**src/rtl/arm_pkg.sv**
```systemverilog
// Shared definitions for the pipeline controller.
//   state_e    : controller FSM states (RUN / MEM_WAIT / ERROR)
//   *_BIT      : bit positions of the NZCV flags inside the status register
//   WAIT_SAT   : saturation value of the memory-wait counter
package arm_pkg;

    typedef enum logic [1:0] {
        RUN      = 2'd0,
        MEM_WAIT = 2'd1,
        ERROR    = 2'd2
    } state_e;

    localparam int N_BIT = 3;
    localparam int Z_BIT = 2;
    localparam int C_BIT = 1;
    localparam int V_BIT = 0;

    localparam logic [7:0] WAIT_SAT = 8'd255;

endpackage

```
**src/rtl/pipe_ctrl_if.sv**
```systemverilog
// Bundle between the pipeline datapath and the pipeline controller.
//   master : pipeline side, drives the request/condition signals
//            (branch_taken, hazard, mem_req, mem_ready, s_en, status_in)
//            and observes the control outputs.
//   slave  : controller side, receives the conditions and drives
//            sr, freeze_*, flush_*, pc_sel, mem_timeout, stall_cnt.
interface pipe_ctrl_if #(
    parameter int CNT_W = 16
);
    logic             branch_taken;
    logic             hazard;
    logic             mem_req;
    logic             mem_ready;
    logic             s_en;
    logic [3:0]       status_in;

    logic [3:0]       sr;
    logic             freeze_pc;
    logic             freeze_if_id;
    logic             freeze_all;
    logic             flush_if_id;
    logic             flush_id_exe;
    logic             pc_sel;
    logic             mem_timeout;
    logic [CNT_W-1:0] stall_cnt;

    modport master (
        output branch_taken, hazard, mem_req, mem_ready, s_en, status_in,
        input  sr, freeze_pc, freeze_if_id, freeze_all, flush_if_id,
               flush_id_exe, pc_sel, mem_timeout, stall_cnt
    );

    modport slave (
        input  branch_taken, hazard, mem_req, mem_ready, s_en, status_in,
        output sr, freeze_pc, freeze_if_id, freeze_all, flush_if_id,
               flush_id_exe, pc_sel, mem_timeout, stall_cnt
    );
endinterface

```
**src/rtl/status_reg.sv**
```systemverilog
// Architectural NZCV status register with load enable.
//   clk    : system clock
//   rst    : asynchronous active-high reset, clears all flags
//   load_i : capture d_i at the next rising edge
//   d_i    : new {N,Z,C,V} from the ALU
//   q_o    : current {N,Z,C,V}
module status_reg
    import arm_pkg::*;
(
    input  logic       clk,
    input  logic       rst,
    input  logic       load_i,
    input  logic [3:0] d_i,
    output logic [3:0] q_o
);

    logic [3:0] sr_q;
    logic [3:0] sr_d;

    always_comb begin
        sr_d = sr_q;
        if (load_i) begin
            sr_d[N_BIT] = d_i[N_BIT];
            sr_d[Z_BIT] = d_i[Z_BIT];
            sr_d[C_BIT] = d_i[C_BIT];
            sr_d[V_BIT] = d_i[V_BIT];
        end
    end

    always_ff @(posedge clk or posedge rst) begin
        if (rst) begin
            sr_q <= 4'b0000;
        end else begin
            sr_q <= sr_d;
        end
    end

    assign q_o = sr_q;

endmodule

```
**src/rtl/pipe_ctrl.sv**
```systemverilog
// Central pipeline controller: chooses run / stall / flush / freeze every
// cycle, owns the status register, watches memory waits and counts stalls.
//   clk      : system clock
//   rst      : asynchronous active-high reset
//   bus      : pipe_ctrl_if slave port (conditions in, control outputs out)
//   MAX_WAIT : consecutive memory-busy cycles tolerated before ERROR (1..255)
//   CNT_W    : width of the stall-cycle counter
module pipe_ctrl
    import arm_pkg::*;
#(
    parameter int MAX_WAIT = 16,
    parameter int CNT_W    = 16
) (
    input  logic      clk,
    input  logic      rst,
    pipe_ctrl_if.slave bus
);

    localparam logic [7:0] MAX_WAIT_C = 8'(MAX_WAIT);

    state_e           state_q, state_d;
    logic [7:0]       wait_q, wait_d;
    logic [7:0]       wait_nxt;
    logic             timeout_q, timeout_d;
    logic [CNT_W-1:0] stall_q, stall_d;

    logic mem_busy;
    logic freeze_pc, freeze_if_id, freeze_all;
    logic flush_if_id, flush_id_exe, pc_sel;
    logic sr_load;

    assign mem_busy = bus.mem_req & ~bus.mem_ready;

    always_comb begin
        freeze_pc    = 1'b0;
        freeze_if_id = 1'b0;
        freeze_all   = 1'b0;
        flush_if_id  = 1'b0;
        flush_id_exe = 1'b0;
        pc_sel       = 1'b0;
        state_d      = state_q;
        wait_d       = wait_q;
        wait_nxt     = 8'd0;
        timeout_d    = timeout_q;

        case (state_q)
            RUN, MEM_WAIT: begin
                if (mem_busy) begin
                    // Branch and hazard stay pending upstream while frozen.
                    freeze_pc    = 1'b1;
                    freeze_if_id = 1'b1;
                    freeze_all   = 1'b1;
                    if (state_q == RUN) begin
                        wait_nxt = 8'd1;
                    end else if (wait_q == WAIT_SAT) begin
                        wait_nxt = wait_q;
                    end else begin
                        wait_nxt = wait_q + 8'd1;
                    end
                    wait_d = wait_nxt;
                    // wait_nxt counts busy cycles including this one, so the
                    // MAX_WAIT-th consecutive busy cycle is the last tolerated.
                    if (wait_nxt >= MAX_WAIT_C) begin
                        state_d   = ERROR;
                        timeout_d = 1'b1;
                    end else begin
                        state_d = MEM_WAIT;
                    end
                end else begin
                    state_d = RUN;
                    wait_d  = 8'd0;
                    if (bus.branch_taken) begin
                        // The hazarding instruction is flushed, so hazard is moot.
                        pc_sel       = 1'b1;
                        flush_if_id  = 1'b1;
                        flush_id_exe = 1'b1;
                    end else if (bus.hazard) begin
                        freeze_pc    = 1'b1;
                        freeze_if_id = 1'b1;
                        flush_id_exe = 1'b1;
                    end
                end
            end
            ERROR: begin
                freeze_pc    = 1'b1;
                freeze_if_id = 1'b1;
                freeze_all   = 1'b1;
            end
            default: begin
                state_d = RUN;
                wait_d  = 8'd0;
            end
        endcase

        // Registers are cleared asynchronously; also force controls quiet.
        if (rst) begin
            freeze_pc    = 1'b0;
            freeze_if_id = 1'b0;
            freeze_all   = 1'b0;
            flush_if_id  = 1'b0;
            flush_id_exe = 1'b0;
            pc_sel       = 1'b0;
        end
    end

    always_comb begin
        stall_d = stall_q;
        if ((state_q != ERROR) && (freeze_pc || flush_id_exe) && (stall_q != '1)) begin
            stall_d = stall_q + 1'b1;
        end
    end

    always_ff @(posedge clk or posedge rst) begin
        if (rst) begin
            state_q   <= RUN;
            wait_q    <= 8'd0;
            timeout_q <= 1'b0;
            stall_q   <= '0;
        end else begin
            state_q   <= state_d;
            wait_q    <= wait_d;
            timeout_q <= timeout_d;
            stall_q   <= stall_d;
        end
    end

    // Flushes only hit younger instructions, so they never block the update.
    assign sr_load = bus.s_en & ~freeze_all & (state_q != ERROR);

    status_reg u_status_reg (
        .clk    (clk),
        .rst    (rst),
        .load_i (sr_load),
        .d_i    (bus.status_in),
        .q_o    (bus.sr)
    );

    assign bus.freeze_pc    = freeze_pc;
    assign bus.freeze_if_id = freeze_if_id;
    assign bus.freeze_all   = freeze_all;
    assign bus.flush_if_id  = flush_if_id;
    assign bus.flush_id_exe = flush_id_exe;
    assign bus.pc_sel       = pc_sel;
    assign bus.mem_timeout  = timeout_q;
    assign bus.stall_cnt    = stall_q;

endmodule

```
**src/flat_wrapper.sv**
```systemverilog
// flat-port wrapper written by rule: the top's interface ports become plain ports
module pipe_ctrl_flat import arm_pkg::*;
#(
    parameter int MAX_WAIT = 16,
    parameter int CNT_W    = 16
)
  (clk, rst, bus_branch_taken, bus_hazard, bus_mem_req, bus_mem_ready, bus_s_en, bus_status_in, bus_sr, bus_freeze_pc, bus_freeze_if_id, bus_freeze_all, bus_flush_if_id, bus_flush_id_exe, bus_pc_sel, bus_mem_timeout, bus_stall_cnt);
  pipe_ctrl_if #(.CNT_W(CNT_W)) bus_i ();
  input  logic clk;
  input  logic rst;
  input wire logic [$bits(bus_i.branch_taken)-1:0] bus_branch_taken;
  input wire logic [$bits(bus_i.hazard)-1:0] bus_hazard;
  input wire logic [$bits(bus_i.mem_req)-1:0] bus_mem_req;
  input wire logic [$bits(bus_i.mem_ready)-1:0] bus_mem_ready;
  input wire logic [$bits(bus_i.s_en)-1:0] bus_s_en;
  input wire logic [$bits(bus_i.status_in)-1:0] bus_status_in;
  output wire logic [$bits(bus_i.sr)-1:0] bus_sr;
  output wire logic [$bits(bus_i.freeze_pc)-1:0] bus_freeze_pc;
  output wire logic [$bits(bus_i.freeze_if_id)-1:0] bus_freeze_if_id;
  output wire logic [$bits(bus_i.freeze_all)-1:0] bus_freeze_all;
  output wire logic [$bits(bus_i.flush_if_id)-1:0] bus_flush_if_id;
  output wire logic [$bits(bus_i.flush_id_exe)-1:0] bus_flush_id_exe;
  output wire logic [$bits(bus_i.pc_sel)-1:0] bus_pc_sel;
  output wire logic [$bits(bus_i.mem_timeout)-1:0] bus_mem_timeout;
  output wire logic [$bits(bus_i.stall_cnt)-1:0] bus_stall_cnt;
  assign bus_i.branch_taken = bus_branch_taken;
  assign bus_i.hazard = bus_hazard;
  assign bus_i.mem_req = bus_mem_req;
  assign bus_i.mem_ready = bus_mem_ready;
  assign bus_i.s_en = bus_s_en;
  assign bus_i.status_in = bus_status_in;
  assign bus_sr = bus_i.sr;
  assign bus_freeze_pc = bus_i.freeze_pc;
  assign bus_freeze_if_id = bus_i.freeze_if_id;
  assign bus_freeze_all = bus_i.freeze_all;
  assign bus_flush_if_id = bus_i.flush_if_id;
  assign bus_flush_id_exe = bus_i.flush_id_exe;
  assign bus_pc_sel = bus_i.pc_sel;
  assign bus_mem_timeout = bus_i.mem_timeout;
  assign bus_stall_cnt = bus_i.stall_cnt;
  pipe_ctrl #(.MAX_WAIT(MAX_WAIT), .CNT_W(CNT_W)) u_core (.clk(clk), .rst(rst), .bus(bus_i));
endmodule
```
**config.mk**
```make
export PLATFORM = sky130hd
export DESIGN_NAME = pipe_ctrl_flat
export DESIGN_NICKNAME = d
export VERILOG_FILES = /design/src/rtl/arm_pkg.sv /design/src/rtl/pipe_ctrl_if.sv /design/src/rtl/status_reg.sv /design/src/rtl/pipe_ctrl.sv /design/src/flat_wrapper.sv
export SDC_FILE = /design/constraint.sdc
export NUM_CORES = 1
export LEC_CHECK = 0
export ABC_AREA = 1
export CAP_MARGIN = 40
export CORE_ASPECT_RATIO = 1.75
export CORE_MARGIN = 1.5
export CORE_UTILIZATION = 32
export DETAILED_ROUTE_END_ITERATION = 10
export PLACE_DENSITY = 0.59
export RECOVER_POWER = 50
export SYNTH_ARGS = -nofsm -noshare
export SYNTH_HDL_FRONTEND = slang
export SYNTH_HIERARCHICAL = 1
export SYNTH_SLANG_ARGS = --single-unit
```
**constraint.sdc**
```tcl
create_clock -name clk -period 5.4 [get_ports clk]
set_clock_uncertainty 0.2 [all_clocks]
set_input_delay 1.35 -clock clk [delete_from_list [all_inputs] [get_ports clk]]
set_output_delay 1.35 -clock clk [all_outputs]
set_load 0.01 [all_outputs]
```
==> results_dict.tcl <==
set metrics [dict create \
    status "complete, no violations" \
    p_clk_frac 0.413 \
    synth-simple-area-share 0.354 \
    finalHoldViolations 0 \
    post-route-min-period_ns 4.49 \
    clock_path_buffers 2 \
    hold_path.class "reg -> reg" \
    dpl.hpwl_um 3410 \
    clock_latency_ns 0.28 \
    ctsHtreeMaxLevel 2 \
    syn_avg_cell_area_um2 7.34 \
    layout-drive-gt1-share 0.0816 \
    diodes 0 \
    seq_area_frac_synth 0.418 \
    switchingPower_mw 0.107 \
    maxCapViolCount 0 \
    start_util 0.333 \
    fillers 612 \
    io_pins 38 \
    power_mw 0.458 \
    muxShareOfSynthArea 0 \
    max_slew_margin 0.0213 \
    multiInputGateArea_um2 936 \
    slew_viol_final 0 \
    clk_pin_slew_ns 0.07 \
    syn_inst 253 \
    synth_top_family_by_area "simple AND/OR/NAND/NOR gates" \
    max_freq_ghz 0.223 \
    p_leak_nw 1.15 \
    first_global_vias 1686 \
    pwr-share-comb 0.068 \
    synthAdderAreaFrac 0.0135 \
    tns_ns 0 \
    route.detailed.drc 0 \
    ys_seq_elements 31 \
    fin_nets 307 \
    critical_path_required_ns 3.85 \
    ys_warn_count 6 \
    wl_per_cell_um 12.3 \
    intPower_mw 0.351 \
    grt_pass1_wl_um 7690 \
    vias_per_cell 4.63 \
    io_buffers 37 \
    clockRootBuffer "clkbuf_8" \
    postCtsSetupBuffers 0 \
    rows 36 \
    grt_max_degree 28 \
    die-area_um2 6290 \
    sw_frac_of_total 0.234 \
    core_um2 5590 \
    worstMarginPinSlew_ns 1.47 \
    ant_nets 0 \
    num_vias 1713 \
    setup_violations 0 \
    cp-end-kind "output port" \
    cts_buffers 5 \
    grt_usage 0.158 \
    peakVddDrop_mv 0.147 \
    start_kind "input port" \
    synth_fp_nets 266 \
    synth_compound_area_frac 0.0801 \
    antenna_found_initial 0 \
    area_delta_synth_final_pct 27.9 \
    fp.dieH_um 104 \
    seq_area_um2 776 \
    cp_max_fo 3 \
    rsz0062_at_grt "no" \
    gp_congestion 0.881 \
    grt_overflow 0 \
    p_seq_frac 0.519 \
    cts_sinks 31 \
    dr.pass1.iters 4 \
    fin_crit_sh 0.831 \
    path_class "in -> out" \
    power_density_nw_per_um2 192 \
    drt_iter0_markers 48 \
    synth_area_um2 1860 \
    arrival_ns 2.94 \
    cts-resized-gates 0 \
    synth-xor-area-share 0.0566 \
    yosysUniqueCellTypes 24 \
    totalWireLength_um 4540 \
    die_w_um 60.6 \
    ctsHoldBuffers 0 \
    cts_tree "built" \
]
==> power by group through the flow <==
stage / registers (mW) / logic, mW / clock network, mW
after floorplan: 0.242 / 0.0135 / 0
after global placement: 0.242 / 0.0322 / 0
after detailed placement: 0.242 / 0.0325 / 0
after CTS: 0.237 / 0.0326 / 0.198
after global routing: 0.238 / 0.0346 / 0.205
final: 0.237 / 0.0311 / 0.189
==> cells in the final DEF, fill, tap and decap left out, types with 3 or more instances in the layout <==
master           synthesis  routed
o21ai_2                  6       6
nand3_1                 17      17
nor3_1                   4       4
clkdlybuf4s50_1          0      30
clkbuf_8                 0       6
o21ai_0                 11      11
inv_1                   24      24
inv_2                    3       3
xor2_1                   9       9
nor2_1                  23      23
nand2_1                 99      99
dfrtp_1                 31      31
dlygate4sd3_1            0       7
xnor2_1                  3       3
nand4_1                  3       3
==> cell type report <==
class | instances | area share
clock buffers | 6 | 0.0347
clock inverters | 1 | 0.00211
inverters | 27 | 0.0426
multi-input cells | 190 | 0.394
flip-flops and latches | 31 | 0.326
well taps | 76 | 0.0400
repair buffers | 39 | 0.161
==> stage by stage <==
step / util / cell area, µm² / cells / setup slack, ns / hold WS, ns
after detailed placement: 0.411 / 2290 / 363 / 0.952 / 0.251
final: 0.426 / 2380 / 370 / 0.914 / 0.256
after CTS: 0.426 / 2380 / 370 / 0.938 / 0.270
after global placement: 0.411 / 2290 / 363 / 0.968 / 0.244
after global routing: 0.426 / 2380 / 370 / 0.804 / 0.286
after floorplan: - / 1860 / 253 / 1.50 / 0.300
==> worst paths after layout <==
check                                                    start                                      to  slack [ns]  depth (start not counted)
hold reg to reg             u_core/bus.mem_timeout$_DFFE_PP0P_      u_core/bus.mem_timeout$_DFFE_PP0P_        0.26                          2
hold / removal              u_core/bus.mem_timeout$_DFFE_PP0P_      u_core/bus.mem_timeout$_DFFE_PP0P_        0.26                          2
min in group asynchronous                                  rst  u_core/u_status_reg/q_o[2]$_DFFE_PP0P_        1.26                          2
max in group asynchronous                                  rst     u_core/bus.stall_cnt[2]$_DFFE_PP0P_        2.24                          3
setup / recovery                                   bus_mem_req                              bus_pc_sel        0.91                          5
setup reg to reg           u_core/bus.stall_cnt[0]$_DFFE_PP0P_     u_core/bus.stall_cnt[1]$_DFFE_PP0P_        3.15                          9
==> logic make-up after synthesis <==
group                    count (synthesis)
adder cells (fa/ha/maj)                  2
flip-flops                              31
XOR/XNOR                                12
AND/OR/NAND/NOR                        153
AO/OA/AOI/OAI                           23
buffers and inverters                   32
==> worst max-delay path, cell delays in order <==
cell and delay (ns):
dlygate4sd3_1 0.55, nand2_1 0.07, nand2_1 0.09, nor3_1 0.27
clkdlybuf4s50_1 0.60
==> registers in the layout, indices dropped and copies added (netlist names) <==
signal	flops
u_core/bus.stall_cnt	16
u_core/wait_q	8
u_core/u_status_reg/q_o	4
u_core/state_q	2
u_core/bus.mem_timeout	1
==> cell usage after synthesis, drive strengths merged <==
cell type / n / area (µm²)
inv: 27 / 101
a21oi: 2 / 10.0
a22o: 1 / 8.76
nor2: 27 / 121
buf: 5 / 45.0
o21ai: 17 / 108
nor3: 5 / 30.0
ha: 2 / 25.0
nand4: 3 / 18.8
nand3: 18 / 95.1
nand2: 99 / 372
o21bai: 2 / 15.0
nand3b: 1 / 20.0
o211ai: 1 / 7.51
xnor2: 3 / 26.3
xor2: 9 / 78.8
dfrtp: 31 / 776
==> metal layers <==
metal | track usage | wire length [µm] | vias to the layer above
met2 | 0.268 | 2360 | 45
li1 | - | - | 875
met5 | 0 | 0 | -
met4 | 0.0730 | 144 | 0
met3 | 0.0275 | 200 | 11
met1 | 0.185 | 1830 | 782
No activity file was read; power rests on OpenSTA's default activity.
